[config.mk]
export PLATFORM = sky130hd
export DESIGN_NAME = adc_spi_capture
export DESIGN_NICKNAME = d
export VERILOG_FILES = /design/src/rtl/adc_spi_capture.sv
export SDC_FILE = /design/constraint.sdc
export NUM_CORES = 1
export LEC_CHECK = 0
export CAP_MARGIN = 20
export CORE_ASPECT_RATIO = 1.25
export CORE_UTILIZATION = 59
export CTS_BUF_LIST = sky130_fd_sc_hd__clkbuf_8 sky130_fd_sc_hd__clkbuf_16
export DETAILED_ROUTE_END_ITERATION = 8
export GPL_TIMING_DRIVEN = 0
export MAX_ROUTING_LAYER = met4
export PLACE_DENSITY = 0.93
export RECOVER_POWER = 50
export SLEW_MARGIN = 10
export SYNTH_ARGS = -nofsm -noshare
export SYNTH_HDL_FRONTEND = slang
export SYNTH_SLANG_ARGS = --single-unit
[constraint.sdc]
create_clock -name clk -period 3.8 [get_ports clk]
set_clock_uncertainty 0.05 [all_clocks]
set_input_delay 0.38 -clock clk [delete_from_list [all_inputs] [get_ports clk]]
set_output_delay 0.38 -clock clk [all_outputs]
set_load 0.02 [all_outputs]
[src/rtl/adc_spi_capture.sv]
// Serial ADC capture master: conv/sclk framing, MSB-first capture into a valid/ready sample port.
// Latency: sample_valid rises on the clk that ends the frame, CLK_DIV*(1+2*FRAME_BITS) clks after conv falls.
// Backpressure: none on the ADC side; an unaccepted sample is overwritten and overrun pulses. Optional: ADC_OVR_CNT_EN.
module adc_spi_capture #(
    parameter int DATA_W     = 12,
    parameter int CLK_DIV    = 16,
    parameter int LEAD_BITS  = 2,
    parameter int FRAME_BITS = 16,
    parameter int QUIET_CYC  = 32
) (
    input  logic              clk,
    input  logic              reset,
    input  logic              start,
    input  logic              cont_en,
    input  logic              adc_miso,
    output logic              adc_sclk,
    output logic              adc_conv,
    output logic              busy,
    output logic [DATA_W-1:0] sample_data,
    output logic              sample_valid,
    input  logic              sample_ready,
    output logic              overrun
`ifdef ADC_OVR_CNT_EN
    ,
    output logic [7:0]        ovr_count
`endif
);

    localparam int DIV_W  = $clog2(CLK_DIV);
    localparam int BIT_W  = $clog2(FRAME_BITS + 1);
    // Conv-high gap = one trailing sclk half-period (hold after the last
    // falling edge) plus QUIET_CYC clks; with the single IDLE clk this gives
    // a continuous frame period of CLK_DIV*(2+2*FRAME_BITS)+QUIET_CYC+1.
    localparam int Q_TOT  = CLK_DIV + QUIET_CYC;
    localparam int Q_W    = $clog2(Q_TOT + 1);

    typedef enum logic [1:0] {IDLE, SETUP, SHIFT, QUIET} state_t;

    state_t            state;
    state_t            state_nxt;
    logic [DIV_W-1:0]  div_cnt;
    logic [BIT_W-1:0]  bit_cnt;
    logic [Q_W-1:0]    q_cnt;
    logic [DATA_W-1:0] cap;
    logic              tick;
    logic              rise;
    logic              load;
    logic              in_window;

    assign tick      = (state != IDLE) && (div_cnt == DIV_W'(CLK_DIV - 1));
    assign rise      = (state == SHIFT) && tick && !adc_sclk;
    assign load      = (state == SHIFT) && tick && adc_sclk && (bit_cnt == BIT_W'(FRAME_BITS));
    assign in_window = (int'(bit_cnt) >= LEAD_BITS) && (int'(bit_cnt) < LEAD_BITS + DATA_W);
    assign busy      = (state != IDLE);

    // Next-state decode: one tick of setup, 2*FRAME_BITS sclk half-periods, then quiet gap.
    always_comb begin
        state_nxt = state;
        case (state)
            IDLE:    if (start || cont_en) state_nxt = SETUP;
            SETUP:   if (tick) state_nxt = SHIFT;
            SHIFT:   if (load) state_nxt = QUIET;
            QUIET:   if (q_cnt == Q_W'(Q_TOT - 1)) state_nxt = IDLE;
            default: state_nxt = IDLE;
        endcase
    end

    // State register; conv is registered from the next state so it tracks state exactly.
    always_ff @(posedge clk or negedge reset) begin
        if (!reset) begin
            state    <= IDLE;
            adc_conv <= 1'b1;
        end else begin
            state    <= state_nxt;
            adc_conv <= !((state_nxt == SETUP) || (state_nxt == SHIFT));
        end
    end

    // sclk half-period divider; held at zero in IDLE so every frame starts aligned.
    always_ff @(posedge clk or negedge reset) begin
        if (!reset) begin
            div_cnt <= '0;
        end else if (state == IDLE || tick) begin
            div_cnt <= '0;
        end else begin
            div_cnt <= div_cnt + 1'b1;
        end
    end

    // sclk toggles on each tick while shifting (first toggle rising); low elsewhere.
    always_ff @(posedge clk or negedge reset) begin
        if (!reset) begin
            adc_sclk <= 1'b0;
        end else if (state == SHIFT) begin
            if (tick) adc_sclk <= ~adc_sclk;
        end else begin
            adc_sclk <= 1'b0;
        end
    end

    // Rising-edge bit index and MSB-first capture of the data window.
    always_ff @(posedge clk or negedge reset) begin
        if (!reset) begin
            bit_cnt <= '0;
            cap     <= '0;
        end else if (state != SHIFT) begin
            bit_cnt <= '0;
        end else if (rise) begin
            bit_cnt <= bit_cnt + 1'b1;
            if (in_window) cap <= {cap[DATA_W-2:0], adc_miso};
        end
    end

    // Quiet-gap timer.
    always_ff @(posedge clk or negedge reset) begin
        if (!reset) begin
            q_cnt <= '0;
        end else if (state == QUIET) begin
            q_cnt <= q_cnt + 1'b1;
        end else begin
            q_cnt <= '0;
        end
    end

    // Sample port: load at frame end wins over a simultaneous handshake; overwrite of an unaccepted sample flags overrun.
    always_ff @(posedge clk or negedge reset) begin
        if (!reset) begin
            sample_data  <= '0;
            sample_valid <= 1'b0;
            overrun      <= 1'b0;
        end else begin
            overrun <= 1'b0;
            if (load) begin
                sample_data  <= cap;
                sample_valid <= 1'b1;
                overrun      <= sample_valid && !sample_ready;
            end else if (sample_valid && sample_ready) begin
                sample_valid <= 1'b0;
            end
        end
    end

`ifdef ADC_OVR_CNT_EN
    // Saturating overrun event counter, cleared only by reset.
    always_ff @(posedge clk or negedge reset) begin
        if (!reset) begin
            ovr_count <= '0;
        end else if (overrun && (ovr_count != 8'hFF)) begin
            ovr_count <= ovr_count + 8'd1;
        end
    end
`endif

endmodule

==> metrics.txt <==
outcome=completed; clock-pin transition on the worst setup and hold timing paths=0.07 ns; detailed-route via count=1,241; Final WS setup=~1.6 ns; Detailed Route Iter0 Violations=19; Vias/cell=5.667; Initial Util=between 60% and 70%; Peak supply drop=around 0.00046 V; largest net degree at the start of global routing=33; grt ovf=0; top-count cell post-synth=dfrtp_1; P_leak=about 1.1 nW; commonest cells in the synthesized netlist=dfrtp_1, mux2_4, nor2_1, a21oi_1, inv_1; ys flop type=dfrtp_1; H-tree depth=2; n_diodes=0; Global Route Usage Sum=between 20% and 30%; Final min period=~2.2 ns; FF+latch count, synth=45; final WL=3407 um; Max clock buf depth=2; number of remaining DRC errors=0; I/O Buffers=22; # Max-Cap Violations=0; worst path required time=around 3.9 ns; Syn. warnings=0; initial antenna violation count=0; first-pass GRT wire length=around 5600 um; share of post-route cells with drive strength above 1=roughly 23%; Die ar.=about 3700 sq um; Crit Path Category=flop to flop; Arr. time, crit path=2.29 ns; Mapped Nets=162; TritonCTS clock tree=built; # hold bufs at CTS=1; placed cell area=2315 sq um; Hold Path Depth=1; sequential fraction of the synthesis area=about 55%; Slew @ Worst Pin=0.8582 ns; Syn Inst Count=between 150 and 200; Final Hold Viols=0; area occupied by multi-input gates=between 800 and 900 sq um; post-DP HPWL=~2600 um; routed len/inst=roughly 16 um; CP Cell Sequence=ha_1 -> nand3_1 -> nor4bb_4 -> buf_8 -> mux2_4; Max Clk Rate=459.5 MHz; R2R depth=5; Setup-failing EPs final=0; relative slew slack=a little over two fifths; crit path max fanout=10; CTS root buffer=clkbuf_8; drt first pass iters=4; Crit. Startpoint=div_cnt[0]; Area growth syn-to-layout=17.91%; Die Width=54.51 um; Core Region=3252 sq um; post-synth top area cell=dfrtp_1; layout net count=193; R2R Setup Slk=around 1.6 ns; FF-to-FF End=sample_data[8]; CP max stage delay=approximately 0.50 ns; largest cells by area after synthesis=dfrtp_1, mux2_4, ha_1; Slew Limit Fails=0; Placement Setup Slack=between 1.5 and 2 ns; Antenna Violating Nets Remaining=0; clk_lat worst skew=roughly 0.28 ns; Ports=23; RSZ-0062 raised after global routing=false; Mean Syn Cell Area=13.46 sq um; Final period util=a little under three fifths; crit path to=sample_data[8]; Hold Path Class=flop to flop; Crit. End Element=flop; reg-to-reg critical path startpoint=div_cnt[0]; final instance area=2397 sq um; Power Density=approximately 480 nW/um^2; die height=around 68 um; Setup crit start kind=flop; Rows=23; setup_tns=0 ns; WHS=about 0.43 ns; Post-CTS Setup Repair Bufs=0; Synth Cell Area=approximately 2000 sq um; Seq. cell area=between 1000 and 1500 sq um; Worst path slowest cell=nor4bb_4; post-CTS sizing=0; vias in the first global route=around 1,300; EDFF count, synth=0; count of different cell masters after synthesis=34; top cell type's share of synthesized area=a little over half; post-synthesis async set-or-reset flop share=100.0%; fillers=around 220; TritonCTS Buffers=5; # clock sinks=45; gpl congestion=0.8799
## sequential cells by signal, summed over array words and instances, names as in the netlist
register	count
adc_conv	1
adc_sclk	1
bit_cnt	5
cap	12
div_cnt	4
overrun	1
q_cnt	6
sample_data	12
sample_valid	1
state	2
## stage by stage
step                      std cells  util, %  power, mW
after global placement          210    70.72     0.8643
after CTS                       219    74.14      1.180
after global routing            219    73.72      1.224
final                           219    73.72      1.152
after floorplan                 151        -     0.8076
after detailed placement        211    71.18     0.8948
## layout make-up
type	instances	area share (%)
flip-flops and latches	45	47.02
multi-input cells	96	34.45
repair buffers	24	10.18
clock buffers	6	3.445
well taps	37	1.931
plain buffers	4	1.879
inverters	6	0.9395
clock inverters	1	0.1566
## worst min path at each step
stage / start / endpoint
after floorplan: reset / adc_sclk
after global placement: q_cnt[0] / q_cnt[0]
after detailed placement: reset / q_cnt[4]
after CTS: q_cnt[0] / q_cnt[0]
after global routing: q_cnt[0] / q_cnt[0]
final: q_cnt[0] / q_cnt[0]
## placed cells by master, fill, tap and decap left out, types with 3 or more instances in the layout
cell and n:
a21oi_1 6, clkbuf_8 6, clkdlybuf4s50_1 21, dfrtp_1 44, ha_1 5, inv_1 7, mux2_2 5, mux2_4 20
nand2_1 5, nand3_1 5, nor2_1 12, nor3_1 4, o21ai_0 4, or3_1 3, xnor2_1 3
## report_power, final
group | switching (mW) | internal [mW] | total [mW]
logic | 0.146 | 0.122 | 0.268
clock network | 0.139 | 0.141 | 0.280
registers | 0.0629 | 0.541 | 0.604
total | 0.347 | 0.805 | 1.15
## logic make-up after synthesis
kind of cell / count (synthesis) / synth area share (%)
muxes: 25 / 17.54
adders and majority gates: 5 / 3.077
DFF: 45 / 55.45
xor gates and xnor gates: 5 / 2.154
AOI/OAI and AO/OA: 14 / 3.877
buffers and inverters: 10 / 3.323
and+or+nand+nor: 47 / 14.58
## worst max-delay path, delay by kind of cell, from the launching register on
| family | cells | cell delay, ns |
|---|---|---|
| AND/OR/NAND/NOR | 2 | 0.75 |
| flip-flops | 1 | 0.41 |
| adder cells (fa/ha/maj) | 1 | 0.31 |
| multiplexers | 1 | 0.32 |
| buffers and inverters | 1 | 0.22 |
## layer usage
| layer | global-route usage [%] | part of all wire [%] | routed length [um] | vias up |
|---|---|---|---|---|
| li1 | - | - | - | 597 |
| met3 | 4.730 | 2.8 | 95 | 5 |
| met1 | 25.00 | 43 | 1455 | 614 |
| met5 | - | 0 | 0 | - |
| met4 | 9.615 | 1.4 | 46 | 0 |
| met2 | 36.43 | 53 | 1809 | 25 |
Note: power is estimated with default switching activity, not from simulation.
